--- src/rtl/cbfp_scaler.sv ---
// ----------------------------------------------------------------------------
// cbfp_scaler
// Convergent block-floating-point normaliser for the FFT datapath. A block of
// buffer_depth samples arrives as array_num rows of array_size samples, one
// row per valid clock. Each sample's count of redundant sign bits is taken,
// the smallest count in a row is kept in zero_cnt, and the smallest count of
// the whole block becomes a common left shift. The buffered block is then
// replayed row by row, shifted left by that amount and truncated so that only
// dout_size significant bits remain (sign-extended back to din_size).
//
// Ports:
//   clk        rising-edge clock
//   rstn       synchronous reset, active high (1 = reset)
//   valid_in   din_re_p carries a valid row this cycle
//   din_re_p   input row, array_size signed samples of din_size bits
//   dout_re_p  normalised output row, dout_size-bit values sign-extended
//   zero_cnt   registered minimum sign-bit count of each row of the block
//   valid_out  dout_re_p carries a valid output row
// ----------------------------------------------------------------------------
module cbfp_scaler #(
   parameter int array_size   = 16,
   parameter int din_size     = 23,
   parameter int dout_size    = 11,
   parameter int buffer_depth = 64,
   parameter int array_num    = 4
) (
   input  logic                       clk,
   input  logic                       rstn,
   input  logic                       valid_in,
   input  logic signed [din_size-1:0] din_re_p  [array_size],
   output logic signed [din_size-1:0] dout_re_p [array_size],
   output logic        [din_size-1:0] zero_cnt  [array_num],
   output logic                       valid_out
);

   // Width of a sign-bit count (holds 0..din_size-1) and of a row pointer.
   localparam int CW   = $clog2(din_size);
   localparam int RW   = (array_num > 1) ? $clog2(array_num) : 1;
   localparam int ROWS = buffer_depth / array_size;
   localparam int SHR  = din_size - dout_size;
   localparam logic [RW-1:0] LAST_ROW = RW'(array_num - 1);

   typedef enum logic {
      ST_IDLE,
      ST_READ
   } state_t;

   state_t state_q, state_d;

   logic [RW-1:0] wr_row_q;
   logic [RW-1:0] rd_row_q;
   logic [CW-1:0] shift_q;
   logic [CW-1:0] cnt_q [array_num];

   logic signed [din_size-1:0] buf_mem [ROWS][array_size];

   logic [CW-1:0]              lane_cnt [array_size];
   logic [CW-1:0]              row_min;
   logic [CW-1:0]              block_min;
   logic                       block_done;
   logic signed [din_size-1:0] scaled [array_size];

   // Counts how many bits directly below the MSB repeat the MSB. The run
   // flag drops at the first differing bit so later matches are ignored.
   function automatic logic [CW-1:0] sign_count(input logic signed [din_size-1:0] x);
      logic          run;
      logic [CW-1:0] cnt;
      run = 1'b1;
      cnt = '0;
      for (int b = din_size - 2; b >= 0; b--) begin
         if (run && (x[b] == x[din_size-1])) begin
            cnt = cnt + 1'b1;
         end else begin
            run = 1'b0;
         end
      end
      return cnt;
   endfunction

   // Sign-bit count of every lane and the smallest of them for this row.
   always_comb begin
      for (int i = 0; i < array_size; i++) begin
         lane_cnt[i] = sign_count(din_re_p[i]);
      end
      row_min = lane_cnt[0];
      for (int i = 1; i < array_size; i++) begin
         if (lane_cnt[i] < row_min) begin
            row_min = lane_cnt[i];
         end
      end
   end

   // The block's shift must include the last row, which is not registered
   // yet when the block completes, so it is folded in straight from row_min.
   always_comb begin
      block_done = valid_in && (wr_row_q == LAST_ROW);
      block_min  = row_min;
      for (int k = 0; k < array_num - 1; k++) begin
         if (cnt_q[k] < block_min) begin
            block_min = cnt_q[k];
         end
      end
   end

   // Readout control: a completed block starts a readout of array_num rows.
   // A block that completes exactly as the previous readout finishes its
   // last row keeps the FSM in ST_READ so the next readout follows seamlessly.
   always_comb begin
      state_d = state_q;
      case (state_q)
         ST_IDLE: begin
            if (block_done) begin
               state_d = ST_READ;
            end
         end
         ST_READ: begin
            if ((rd_row_q == LAST_ROW) && !block_done) begin
               state_d = ST_IDLE;
            end
         end
         default: state_d = ST_IDLE;
      endcase
   end

   // Normalise the row being read out. The shift never exceeds any sample's
   // sign-bit count, so the left shift cannot overflow; the arithmetic right
   // shift then keeps dout_size significant bits, truncating the rest.
   always_comb begin
      for (int i = 0; i < array_size; i++) begin
         scaled[i] = (buf_mem[rd_row_q][i] <<< shift_q) >>> SHR;
      end
   end

   // Row buffer. Reads happen through the registered rd_row_q, so a row being
   // overwritten in the same cycle still returns its old contents.
   always_ff @(posedge clk) begin
      if (valid_in && !rstn) begin
         for (int i = 0; i < array_size; i++) begin
            buf_mem[wr_row_q][i] <= din_re_p[i];
         end
      end
   end

   // Pointers, per-row counts, block shift and output registers. The shift is
   // only updated on block completion so a running readout keeps its own.
   always_ff @(posedge clk) begin
      if (rstn) begin
         state_q   <= ST_IDLE;
         wr_row_q  <= '0;
         rd_row_q  <= '0;
         shift_q   <= '0;
         valid_out <= 1'b0;
         for (int k = 0; k < array_num; k++) begin
            cnt_q[k] <= '0;
         end
         for (int i = 0; i < array_size; i++) begin
            dout_re_p[i] <= '0;
         end
      end else begin
         state_q <= state_d;
         if (valid_in) begin
            cnt_q[wr_row_q] <= row_min;
            wr_row_q        <= (wr_row_q == LAST_ROW) ? '0 : wr_row_q + 1'b1;
         end
         if (block_done) begin
            shift_q <= block_min;
         end
         if (state_q == ST_READ) begin
            rd_row_q <= (rd_row_q == LAST_ROW) ? '0 : rd_row_q + 1'b1;
         end
         valid_out <= (state_q == ST_READ);
         for (int i = 0; i < array_size; i++) begin
            dout_re_p[i] <= (state_q == ST_READ) ? scaled[i] : '0;
         end
      end
   end

   // The per-row counts are kept narrow internally and widened for the port.
   always_comb begin
      for (int k = 0; k < array_num; k++) begin
         zero_cnt[k] = din_size'(cnt_q[k]);
      end
   end

endmodule

--- config.mk ---
export PLATFORM = sky130hd
export DESIGN_NAME = cbfp_scaler
export DESIGN_NICKNAME = d
export VERILOG_FILES = /design/src/rtl/cbfp_scaler.sv
export SDC_FILE = /design/constraint.sdc
export NUM_CORES = 2
export LEC_CHECK = 0
export ABC_CLOCK_PERIOD_IN_PS = 92200
export BUFFER_PORTS_ARGS = -buffer_cell sky130_fd_sc_hd__buf_2
export CAP_MARGIN = 30
export CORE_MARGIN = 2
export CORE_UTILIZATION = 40
export CTS_BUF_LIST = sky130_fd_sc_hd__clkbuf_4 sky130_fd_sc_hd__clkbuf_8
export DETAILED_ROUTE_END_ITERATION = 8
export PLACE_DENSITY_LB_ADDON = 0.08
export SETUP_SLACK_MARGIN = 0.3
export SLEW_MARGIN = 10
export SYNTH_ARGS = -nofsm -noshare
export SYNTH_HDL_FRONTEND = slang
export SYNTH_SLANG_ARGS = --single-unit
--- constraint.sdc ---
create_clock -name clk -period 92.2 [get_ports clk]
set_clock_uncertainty 0.2 [all_clocks]
set_input_delay 9.22 -clock clk [delete_from_list [all_inputs] [get_ports clk]]
set_output_delay 9.22 -clock clk [all_outputs]
set_load 0.05 [all_outputs]
==> run metrics <==
crit end category register; clk sinks 1,681; post-synthesis xor/xnor area fraction 5.93%; setup bufs post-CTS 0; Cell Rows 191; H-Tree Depth 5; largest net degree at the start of global routing 158; violation count after the first detailed-route iteration 5,715; die area 276,000 um^2; setup slack after layout 45.90 ns; gpl congestion 0.885; crit path time final 46.30 ns; Max VDD drop 123 uV; Resize count post-CTS 0; crit path max-delay cell type a2111oi_1; Least-Margin Pin Slew 1.02 ns; RSZ-0062 raised after global routing false; Synth area leader edfxtp_1; Clk pwr share 23.9%; Wirelength per Cell 23.9 um; Hold Violations, Final 0; hold_buf cts 0; Synth cell types 138; main combinational cell family by area after synthesis multiplexers; crit share post-route 50.2%; status finished clean; final WL 342 mm; synthesis-stage register bit count 1,681; Synth-to-Final Area Change 11.2%; clk slew on worst S/H paths 0.07 ns; Synth Area in Compound Gates 10.3%; Startpoint Class input pin; Core Footprint 271,000 um^2; DPL Wire Length 247 mm; Post-synth EDFFs 1,492; switch share 40.2%; Antenna Violating Nets Remaining 0; delay-heaviest family, CP compound AO/OA/AOI/OAI gates; Fmax achieved 21.6 MHz; worst-path maximum fanout 48; Net Sw Power 0.00123 W; layout cells sized above 1 22.0%; Remaining DRCs 0; Seq/Total Area, Yosys 44.7%; mux cell area share after synthesis 17.3%; Synth Cell Area 109,000 um^2; Int Pwr 0.00182 W; Synth top area share 41.2%; Ys Warns 0; IO buf count 759; max incr delay on CP 0.73 ns; grt ovf 0; critical path class input pin to register; Worst-Skew Late Latency 0.99 ns; worst hold-check path type register to register; total track usage 24.1%; max-slew violation count 0; Via density 5.64; vias in the first global route 78,400; starting density of the core 40.2%; Max-Cap Viols 0; final std cell area, no fill 121,000 um^2; Syn Inst Count 9,886; io pins 832; CTS tree done; Leak 43.9 nW; Avg Cell Area, Syn 11.0 um^2; Final TNS setup 0 ns; crit path DAT 46.97 ns; commonest non-fill, non-tap cells in the layout edfxtp_1, nand2_1, buf_2, nor2_1, o21ai_0; WP data required 92.87 ns; pre-CTS setup slack 45.45 ns; flop2flop setup slack 87.07 ns; CTS root buf clkbuf_8; TritonCTS Buffers 304; Worst Path Buf+Inv 11; ys flop type edfxtp_1; commonest non-fill, non-tap cell in the layout edfxtp_1; Die X 525 um; power share of the combinational group 47.7%; initial antenna violation count 132; Rel. slew slack 32.2%; Via Count 80,500; Synth area leaders edfxtp_1, mux4_2, mux2i_1; Synth Area in Adders 4.39%; post-synthesis simple-gate area fraction 13.1%; Pre-antenna DRT Iters 6; Final nets 11,100; cell mode on critical path ha_1; fill count 25,300; placed inst area 114,000 um^2; Clock Path Buffers 4; Chip Height 525 um; Setup Viol. Count Final 0; power density cells 25.2 nW/um^2; Final Util 44.7%; first-pass GRT wire length 506 mm; Synth async-reset ratio 0%; sequential fraction of design power 28.4%
-- registers in the layout, summed over array words and instances, names as in the netlist, named ones only --
| name | count |
|---|---|
| buf_mem | 1472 |
| dout_re_p | 176 |
| cnt_q | 20 |
| shift_q | 5 |
| rd_row_q | 2 |
| wr_row_q | 2 |
| state_q | 1 |
| valid_out | 1 |
-- kinds of logic (layout without fill, tap and decap cells) --
| group | count (synthesis) | in the layout |
|---|---|---|
| AO/OA/AOI/OAI | 1819 | 1819 |
| XOR/XNOR | 711 | 711 |
| adder cells (fa/ha/maj) | 388 | 388 |
| buffers and inverters | 960 | 1651 |
| flip-flops | 1681 | 1681 |
| multiplexers | 1281 | 1281 |
| other | 1 | 130 |
| AND/OR/NAND/NOR | 3045 | 3045 |
-- worst paths after layout --
path,endpoint,start,depth (start not counted)
min reg2reg,register,rd_row_q[1]$_SDFFE_PP0P_,2
max reg2reg,shift_q[2]$_SDFFE_PP0P_,cnt_q[0][2]$_SDFFCE_PN0P_,18
max,shift_q[2]$_SDFFE_PP0P_,din_re_p[321],167
min,register,rd_row_q[1]$_SDFFE_PP0P_,2
-- worst reg2reg max path, delay by kind of cell (launching register included) --
family | cells | cell delay (ns)
AO/OA/AOI/OAI | 10 | 2.11
AND/OR/NAND/NOR | 3 | 0.91
adder cells (fa/ha/maj) | 3 | 0.94
buffers and inverters | 1 | 0.10
flip-flops | 1 | 0.52
multiplexers | 1 | 0.27
-- final cells by class --
| type | instances | area (um^2) | area share, % |
|---|---|---|---|
| multi-input combinational | 7316 | 55700 | 46.1 |
| sequential | 1681 | 48600 | 40.2 |
| clock buffer | 435 | 5340 | 4.42 |
| timing repair buffer | 861 | 4710 | 3.90 |
| tap | 3570 | 4470 | 3.70 |
| inverter | 256 | 976 | 0.808 |
| clock inverter | 99 | 840 | 0.695 |
| antenna | 58 | 145 | 0.120 |
-- stage by stage --
step | hold WS [ns] | cells | total power [W]
2_1_floorplan | 0.292 | 9957 | 0.00198
3_3_place_gp | 0.320 | 13700 | 0.00229
3_5_place_dp | 0.332 | 13700 | 0.00231
4_1_cts | 0.345 | 14200 | 0.00305
5_1_grt | 0.366 | 14200 | 0.00325
6_report | 0.341 | 14300 | 0.00305
-- metal layers --
metal	wire length (um)	part of all wire, %	up-vias	GRT usage [%]
met4	9210	2.7	44	6.48
met2	164000	48	2126	40.6
met5	289	0.085	-	0
met1	150000	44	40000	31.9
met3	18400	5.4	501	3.95
li1	-	-	37800	-
-- synthesized netlist by cell type (136+ instances only) --
| cell | n |
|---|---|
| a21oi_1 | 500 |
| buf_4 | 269 |
| clkbuf_1 | 300 |
| dfxtp_1 | 189 |
| edfxtp_1 | 1492 |
| ha_1 | 351 |
| inv_1 | 255 |
| mux2_2 | 381 |
| mux2i_1 | 461 |
| mux4_2 | 433 |
| nand2_1 | 1098 |
| nand3_1 | 215 |
| nor2_1 | 758 |
| nor3_1 | 157 |
| o21ai_0 | 580 |
| o22ai_1 | 136 |
| xnor2_1 | 461 |
| xor2_1 | 232 |
-- power by group through the flow --
stage	combinational [W]	clock, W	sequential, W
final	0.00145	0.000728	0.000867
after global routing	0.00160	0.000784	0.000868
after detailed placement	0.00143	0	0.000882
after floorplan	0.00109	0	0.000894
after global placement	0.00140	0	0.000882
after CTS	0.00144	0.000750	0.000867
Power figures use the tool's default switching activity.
